$ cat src/rtl/gbf_fill_controller_if.sv
// Line-stream handshake between the off-chip loader (master) and a gbf fill controller (slave).
// A beat transfers on every rising clk edge where in_valid && in_ready; in_data is meaningful only then.
interface gbf_fill_controller_if #(
  parameter int DATA_W = 512
);
  logic              in_valid;
  logic [DATA_W-1:0] in_data;
  logic              in_ready;

  modport master (output in_valid, output in_data, input in_ready);
  modport slave  (input in_valid, input in_data, output in_ready);
endinterface

$ cat src/rtl/gbf_fill_controller.sv
// Write-side (port a) fill controller for one double-buffered gbf: streams lines into buf1/buf2 on
// request and reports which buffers hold a complete fill.
module gbf_fill_controller #(
  parameter int GBF_DATA_BITWIDTH = 512,
  parameter int GBF_ADDR_BITWIDTH = 5,
  parameter int GBF_DEPTH         = 32
) (
  input  logic                         clk,
  input  logic                         reset,
  input  logic                         gbf1_need_data,
  input  logic                         gbf2_need_data,
  input  logic [GBF_ADDR_BITWIDTH:0]   fill_len,
  gbf_fill_controller_if.slave         s_in,
  output logic                         en1a,
  output logic                         we1a,
  output logic                         en2a,
  output logic                         we2a,
  output logic [GBF_ADDR_BITWIDTH-1:0] addr1a,
  output logic [GBF_ADDR_BITWIDTH-1:0] addr2a,
  output logic [GBF_DATA_BITWIDTH-1:0] w_data1a,
  output logic [GBF_DATA_BITWIDTH-1:0] w_data2a,
  output logic                         buf1_ready,
  output logic                         buf2_ready,
  output logic                         data_avail,
  output logic                         fill_busy,
  output logic [1:0]                   fsm_state
);

  localparam int CNT_W = GBF_ADDR_BITWIDTH + 1;
  localparam logic [CNT_W-1:0] DEPTH_C = CNT_W'(GBF_DEPTH);

  typedef enum logic [1:0] {
    IDLE  = 2'd0,
    FILL1 = 2'd1,
    FILL2 = 2'd2
  } state_t;

  state_t           state;
  logic [CNT_W-1:0] cnt;
  logic [CNT_W-1:0] len;
  logic [CNT_W-1:0] len_c;
  logic             pend1, pend2;
  logic             last_buf2;
  logic             need1_q, need2_q;
  logic             rise1, rise2;
  logic             hs;
  logic             pick1, pick2;

  assign len_c = (fill_len == '0 || fill_len > DEPTH_C) ? DEPTH_C : fill_len;
  assign rise1 = gbf1_need_data & ~need1_q;
  assign rise2 = gbf2_need_data & ~need2_q;

  // With both buffers pending, alternate away from the one filled last.
  assign pick2 = pend2 & (~pend1 | ~last_buf2);
  assign pick1 = pend1 & ~pick2;

  assign s_in.in_ready = (state != IDLE) && (cnt != len);
  assign hs            = s_in.in_valid & s_in.in_ready;
  assign fill_busy     = (state != IDLE);
  assign fsm_state     = state;

  always_ff @(posedge clk) begin
    if (reset) begin
      state      <= IDLE;
      cnt        <= '0;
      len        <= '0;
      pend1      <= 1'b1;
      pend2      <= 1'b1;
      last_buf2  <= 1'b1;
      need1_q    <= 1'b0;
      need2_q    <= 1'b0;
      en1a       <= 1'b0;
      we1a       <= 1'b0;
      en2a       <= 1'b0;
      we2a       <= 1'b0;
      addr1a     <= '0;
      addr2a     <= '0;
      w_data1a   <= '0;
      w_data2a   <= '0;
      buf1_ready <= 1'b0;
      buf2_ready <= 1'b0;
      data_avail <= 1'b0;
    end else begin
      need1_q  <= gbf1_need_data;
      need2_q  <= gbf2_need_data;
      en1a     <= 1'b0;
      we1a     <= 1'b0;
      en2a     <= 1'b0;
      we2a     <= 1'b0;
      addr1a   <= '0;
      addr2a   <= '0;
      w_data1a <= '0;
      w_data2a <= '0;

      if (hs) begin
        if (state == FILL1) begin
          en1a     <= 1'b1;
          we1a     <= 1'b1;
          addr1a   <= cnt[GBF_ADDR_BITWIDTH-1:0];
          w_data1a <= s_in.in_data;
        end else begin
          en2a     <= 1'b1;
          we2a     <= 1'b1;
          addr2a   <= cnt[GBF_ADDR_BITWIDTH-1:0];
          w_data2a <= s_in.in_data;
        end
        cnt <= cnt + CNT_W'(1);
      end

      // A refill request for the buffer being filled right now carries no new information.
      if (rise1 && state != FILL1) begin
        pend1      <= 1'b1;
        buf1_ready <= 1'b0;
      end
      if (rise2 && state != FILL2) begin
        pend2      <= 1'b1;
        buf2_ready <= 1'b0;
      end

      case (state)
        IDLE: begin
          if (pick1) begin
            state     <= FILL1;
            pend1     <= 1'b0;
            last_buf2 <= 1'b0;
            len       <= len_c;
            cnt       <= '0;
          end else if (pick2) begin
            state     <= FILL2;
            pend2     <= 1'b0;
            last_buf2 <= 1'b1;
            len       <= len_c;
            cnt       <= '0;
          end
        end
        FILL1: begin
          if (cnt == len) begin
            state      <= IDLE;
            buf1_ready <= 1'b1;
            data_avail <= 1'b1;
          end
        end
        FILL2: begin
          if (cnt == len) begin
            state      <= IDLE;
            buf2_ready <= 1'b1;
            data_avail <= 1'b1;
          end
        end
        default: state <= IDLE;
      endcase
    end
  end

endmodule

$ cat src/flat_wrapper.sv
// flat-port wrapper written by rule: the top's interface ports become plain ports
module gbf_fill_controller_flat 
#(
  parameter int GBF_DATA_BITWIDTH = 512,
  parameter int GBF_ADDR_BITWIDTH = 5,
  parameter int GBF_DEPTH         = 32
)
  (clk, reset, gbf1_need_data, gbf2_need_data, fill_len, en1a, we1a, en2a, we2a, addr1a, addr2a, w_data1a, w_data2a, buf1_ready, buf2_ready, data_avail, fill_busy, fsm_state, s_in_in_valid, s_in_in_data, s_in_in_ready);
  gbf_fill_controller_if #(.DATA_W((512))) s_in_i ();
  input  logic clk;
  input  logic reset;
  input  logic gbf1_need_data;
  input  logic gbf2_need_data;
  input  logic [GBF_ADDR_BITWIDTH:0] fill_len;
  output logic en1a;
  output logic we1a;
  output logic en2a;
  output logic we2a;
  output logic [GBF_ADDR_BITWIDTH-1:0] addr1a;
  output logic [GBF_ADDR_BITWIDTH-1:0] addr2a;
  output logic [GBF_DATA_BITWIDTH-1:0] w_data1a;
  output logic [GBF_DATA_BITWIDTH-1:0] w_data2a;
  output logic buf1_ready;
  output logic buf2_ready;
  output logic data_avail;
  output logic fill_busy;
  output logic [1:0] fsm_state;
  input wire logic [$bits(s_in_i.in_valid)-1:0] s_in_in_valid;
  input wire logic [$bits(s_in_i.in_data)-1:0] s_in_in_data;
  output wire logic [$bits(s_in_i.in_ready)-1:0] s_in_in_ready;
  assign s_in_i.in_valid = s_in_in_valid;
  assign s_in_i.in_data = s_in_in_data;
  assign s_in_in_ready = s_in_i.in_ready;
  gbf_fill_controller #(.GBF_DATA_BITWIDTH(GBF_DATA_BITWIDTH), .GBF_ADDR_BITWIDTH(GBF_ADDR_BITWIDTH), .GBF_DEPTH(GBF_DEPTH)) u_core (.clk(clk), .reset(reset), .gbf1_need_data(gbf1_need_data), .gbf2_need_data(gbf2_need_data), .fill_len(fill_len), .s_in(s_in_i), .en1a(en1a), .we1a(we1a), .en2a(en2a), .we2a(we2a), .addr1a(addr1a), .addr2a(addr2a), .w_data1a(w_data1a), .w_data2a(w_data2a), .buf1_ready(buf1_ready), .buf2_ready(buf2_ready), .data_avail(data_avail), .fill_busy(fill_busy), .fsm_state(fsm_state));
endmodule
$ cat config.mk
export PLATFORM = sky130hd
export DESIGN_NAME = gbf_fill_controller_flat
export DESIGN_NICKNAME = d
export VERILOG_FILES = /design/src/rtl/gbf_fill_controller_if.sv /design/src/rtl/gbf_fill_controller.sv /design/src/flat_wrapper.sv
export SDC_FILE = /design/constraint.sdc
export NUM_CORES = 1
export LEC_CHECK = 0
export ABC_CLOCK_PERIOD_IN_PS = 2100
export CORE_AREA = 2 2 606 608
export DETAILED_ROUTE_END_ITERATION = 6
export DIE_AREA = 0 0 608 610
export GPL_TIMING_DRIVEN = 1
export PLACE_DENSITY = 0.3
export RECOVER_POWER = 50
export SETUP_SLACK_MARGIN = 0.5
export SYNTH_ARGS = -nofsm -noshare
export SYNTH_HDL_FRONTEND = slang
export SYNTH_SLANG_ARGS = --single-unit
$ cat constraint.sdc
create_clock -name clk -period 2.1 [get_ports clk]
set_clock_uncertainty 0.2 [all_clocks]
set_input_delay 0.63 -clock clk [delete_from_list [all_inputs] [get_ports clk]]
set_output_delay 0.63 -clock clk [all_outputs]
set_load 0.05 [all_outputs]
==> run_results.csv <==
group,metric,value,unit
outcome,outcome,"finished with violations",
routing,avgRoutedWirePerCell,25.8,µm
synthesis,yosysTopAreaCell,"dfxtp_1",
synthesis,netlist_top_cells_count,"dfxtp_1, and2_1, clkbuf_2, clkbuf_1, buf_2",
critical_path,path_max_fanout,2,
timing,setup_slack,-0.617,ns
routing,dr.pass1.iters,4,
routing,via_per_inst,2.57,
synthesis,synth_top_family_by_area,"simple AND/OR/NAND/NOR gates",
floorplan,boundaryPins,1568,
synthesis,synth-main-ff-cell,"dfxtp_1",
floorplan,fp-row-count,222,
routing,drt_iter0_drc,769,
placed_design,dp_hpwl,191000,µm
clock_network,hold_buffers,0,
power,switching_share,30.3,%
power,max-vdd-ir-drop,0.509,mV
outcome,violations,"setup timing",
synthesis,synth_compound_area_share,0.795,%
clock_network,htreeDepth,4,
timing,worst_pin_slew,0.851,ns
timing,holdWs,0.183,ns
global_routing,met3_usage,4.90,%
timing,drv_slew,0,
synthesis,synth-seq-cells,1058,
job,max_cap_viol_count,0,
global_routing,use_met2,22.3,%
timing,fmax,368,MHz
synthesis,yosysMostFrequentCell,"dfxtp_1",
global_routing,grt-ovfl-total,0,
synthesis,synthArstFlopShare,0,%
global_routing,met1_usage,12.4,%
placed_design,portBuffers,1567,
floorplan,die_w,608,µm
clock_network,cts_tree,"yes",
synthesis,synth-simple-area-share,23.4,%
clock_network,numCtsBuffers,152,
synthesis,synth_area_leaders,"dfxtp_1, and2_1, clkbuf_2",
power,power.internal,42.8,mW
power,seqPwrFrac,35.8,%
floorplan,initial_utilization,7.95,%
floorplan,die_h,610,µm
routing,vias,23400,
final_layout,drive_above_1_share,40.8,%
final_layout,nets,4678,
routing,drt-total-wl,234000,µm
synthesis,ys_seq_area_share,73.2,%
synthesis,synth_top_area_share,73.2,%
placed_design,dp_slack,-0.880,ns
routing,drc_errors,0,
critical_path,cp.required,1.27,ns
clock_network,insertion_delay,0.81,ns
global_routing,grt_use_total,12.0,%
floorplan,core_area,0.364,mm²
final_layout,fin_util,17.0,%
clock_network,clockBufferDepth,4,
clock_network,cts_root_buf,"clkbuf_16",
power,powerDensity,995,mW/mm²
synthesis,synth.avg_cell_area,12.5,µm²
final_layout,fillerInstances,40300,
power,p_leak,25.1,nW
critical_path,endpoint_kind,"primary output",
worst_hold_path,hold_path.class,"in -> reg",
timing,fin_crit,2.72,ns
clock_network,clock_sinks,1058,
timing,rsz0062_at_grt,"yes",
synthesis,synth-adder-area-share,0.173,%
synthesis,syn_nets,2849,
synthesis,synth_mux_area_share,0.212,%
critical_path,cp.arrival,1.89,ns
critical_path,path_class,"reg -> out",
synthesis,synth_edf_count,0,
global_routing,antenna_found_initial,50,
placed_design,gp_congestion,0.885,
synthesis,synth_area,0.0290,mm²
timing,finalHoldViolCount,0,
global_routing,top_usage_layer,"met2",
synthesis,synth_warnings,0,
timing,fin_crit_sh,129,%
floorplan,dieArea,0.371,mm²
critical_path,crit_path_start_kind,"flip-flop",
synthesis,yosysUniqueCellTypes,38,
global_routing,grt_pass1_wl,287000,µm
timing,relSlewSlack,43.3,%
power,pwr-share-clk,43.5,%
timing,finalSetupViolations,2072,
power,power_frac_comb,20.7,%
final_layout,syn_to_final_growth,113,%
routing,final_antenna_net_count,0,
global_routing,grt_pass1_vias,25000,
synthesis,synth-xor-area-share,0.181,%
power,power_switching,18.7,mW
synthesis,synth_cells,2322,
clock_network,clk_pin_slew_worst_paths,0.06,ns
global_routing,grt_max_degree,59,
metrics by stage:
stage | power [mW] | setup TNS [ns] | cell area, µm² | cells
final | 61.5 | -370.24 | 61800 | 9092
after global routing | 64.0 | -576.23 | 61800 | 9083
after CTS | 62.8 | -547.19 | 60900 | 9047
after detailed placement | 33.9 | -615.27 | 53700 | 8703
after global placement | 34.0 | -621.10 | 53700 | 8703
after floorplan | 27.1 | 0 | 29500 | 2322
sequential cells by signal, indices dropped and copies added, names as in the netlist, 2 cells and up:
name	count
u_core.len	6
u_core.cnt	6
u_core.w_data1a	512
u_core.addr1a	5
u_core.fsm_state	2
u_core.w_data2a	512
u_core.addr2a	5
path summary, 6_finish.rpt:
| path | start | to | slack, ns | cells past startpoint |
|---|---|---|---|---|
| max | u_core.cnt[5] | s_in_in_ready | -0.62 | 5 |
| min | s_in_in_data[153] | u_core.w_data1a[153] | 0.18 | 2 |
| max reg2reg | u_core.cnt[5] | u_core.w_data2a[15] | -0.45 | 12 |
| min reg2reg | u_core.data_avail | u_core.data_avail | 0.31 | 2 |
per-layer routing:
metal / share of wire (%) / wire, µm
met5: 0.023 / 53
met4: 2.2 / 5270
met3: 8.9 / 20800
met2: 53 / 124000
met1: 36 / 84500
layout make-up:
| class | instances | area (µm²) | share of cell area [%] |
|---|---|---|---|
| repair buffers | 1797 | 21600 | 34.9 |
| clock buffers | 216 | 4370 | 7.07 |
| inverters | 7 | 36.3 | 0.0587 |
| clock inverters | 53 | 713 | 1.15 |
| diodes | 10 | 25.0 | 0.0405 |
| well taps | 4816 | 6030 | 9.75 |
| multi-input cells | 1135 | 7430 | 12.0 |
| flip-flops and latches | 1058 | 21600 | 35.0 |
critical path, cell delays in order, from the launching register on:
cell and delay [ns]:
dfxtp_2 0.34, xnor2_2 0.14, and4_4 0.21, buf_8 0.12, a21oi_4 0.12, buf_8 0.16
layout by cell type (no fill, tap or decap), drive strengths merged, types with 2 or more instances in the layout:
| cell type | synthesis | final |
|---|---|---|
| a2111oi | 2 | 2 |
| a211oi | 2 | 2 |
| a21oi | 12 | 12 |
| a31oi | 3 | 3 |
| and2 | 1036 | 1036 |
| buf | 35 | 1253 |
| bufbuf | 0 | 5 |
| bufinv | 0 | 13 |
| clkbuf | 87 | 233 |
| clkdlybuf4s50 | 0 | 521 |
| clkinv | 0 | 25 |
| clkinvlp | 0 | 5 |
| dfxtp | 1058 | 1058 |
| diode | 0 | 10 |
| ha | 4 | 4 |
| inv | 7 | 17 |
| mux2i | 5 | 5 |
| nand2 | 8 | 8 |
| nand2b | 9 | 9 |
| nand3 | 3 | 3 |
| nand4 | 3 | 3 |
| nor2 | 12 | 12 |
| nor2b | 5 | 5 |
| nor3 | 2 | 2 |
| nor3b | 6 | 6 |
| o211ai | 2 | 2 |
| o21ai | 2 | 2 |
| xnor2 | 6 | 6 |
repair_timing:
| action | in CTS | in global routing |
|---|---|---|
| cloned | 28 | 16 |
| endpoints found under the setup margin | 2096 | 2100 |
| buffers inserted | 47 | 19 |
| gates resized for setup | 388 | 82 |
| pin swaps | 11 | 5 |
power by group through the flow:
stage          Clock (mW)  Combinational (mW)  Sequential [mW]
2_1_floorplan           0                1.64             25.4
5_1_grt              28.6                13.3             22.1
3_3_place_gp            0                11.5             22.5
6_report             26.8                12.7             22.0
3_5_place_dp            0                11.5             22.5
4_1_cts              28.0                12.7             22.1
kinds of logic after synthesis:
family                   count (synthesis)
AO/OA/AOI/OAI                           30
XOR/XNOR                                 6
adder cells (fa/ha/maj)                  4
buffers and inverters                  129
flip-flops                            1058
multiplexers                             6
AND/OR/NAND/NOR                       1089
No activity file was read; power rests on OpenSTA's default activity.
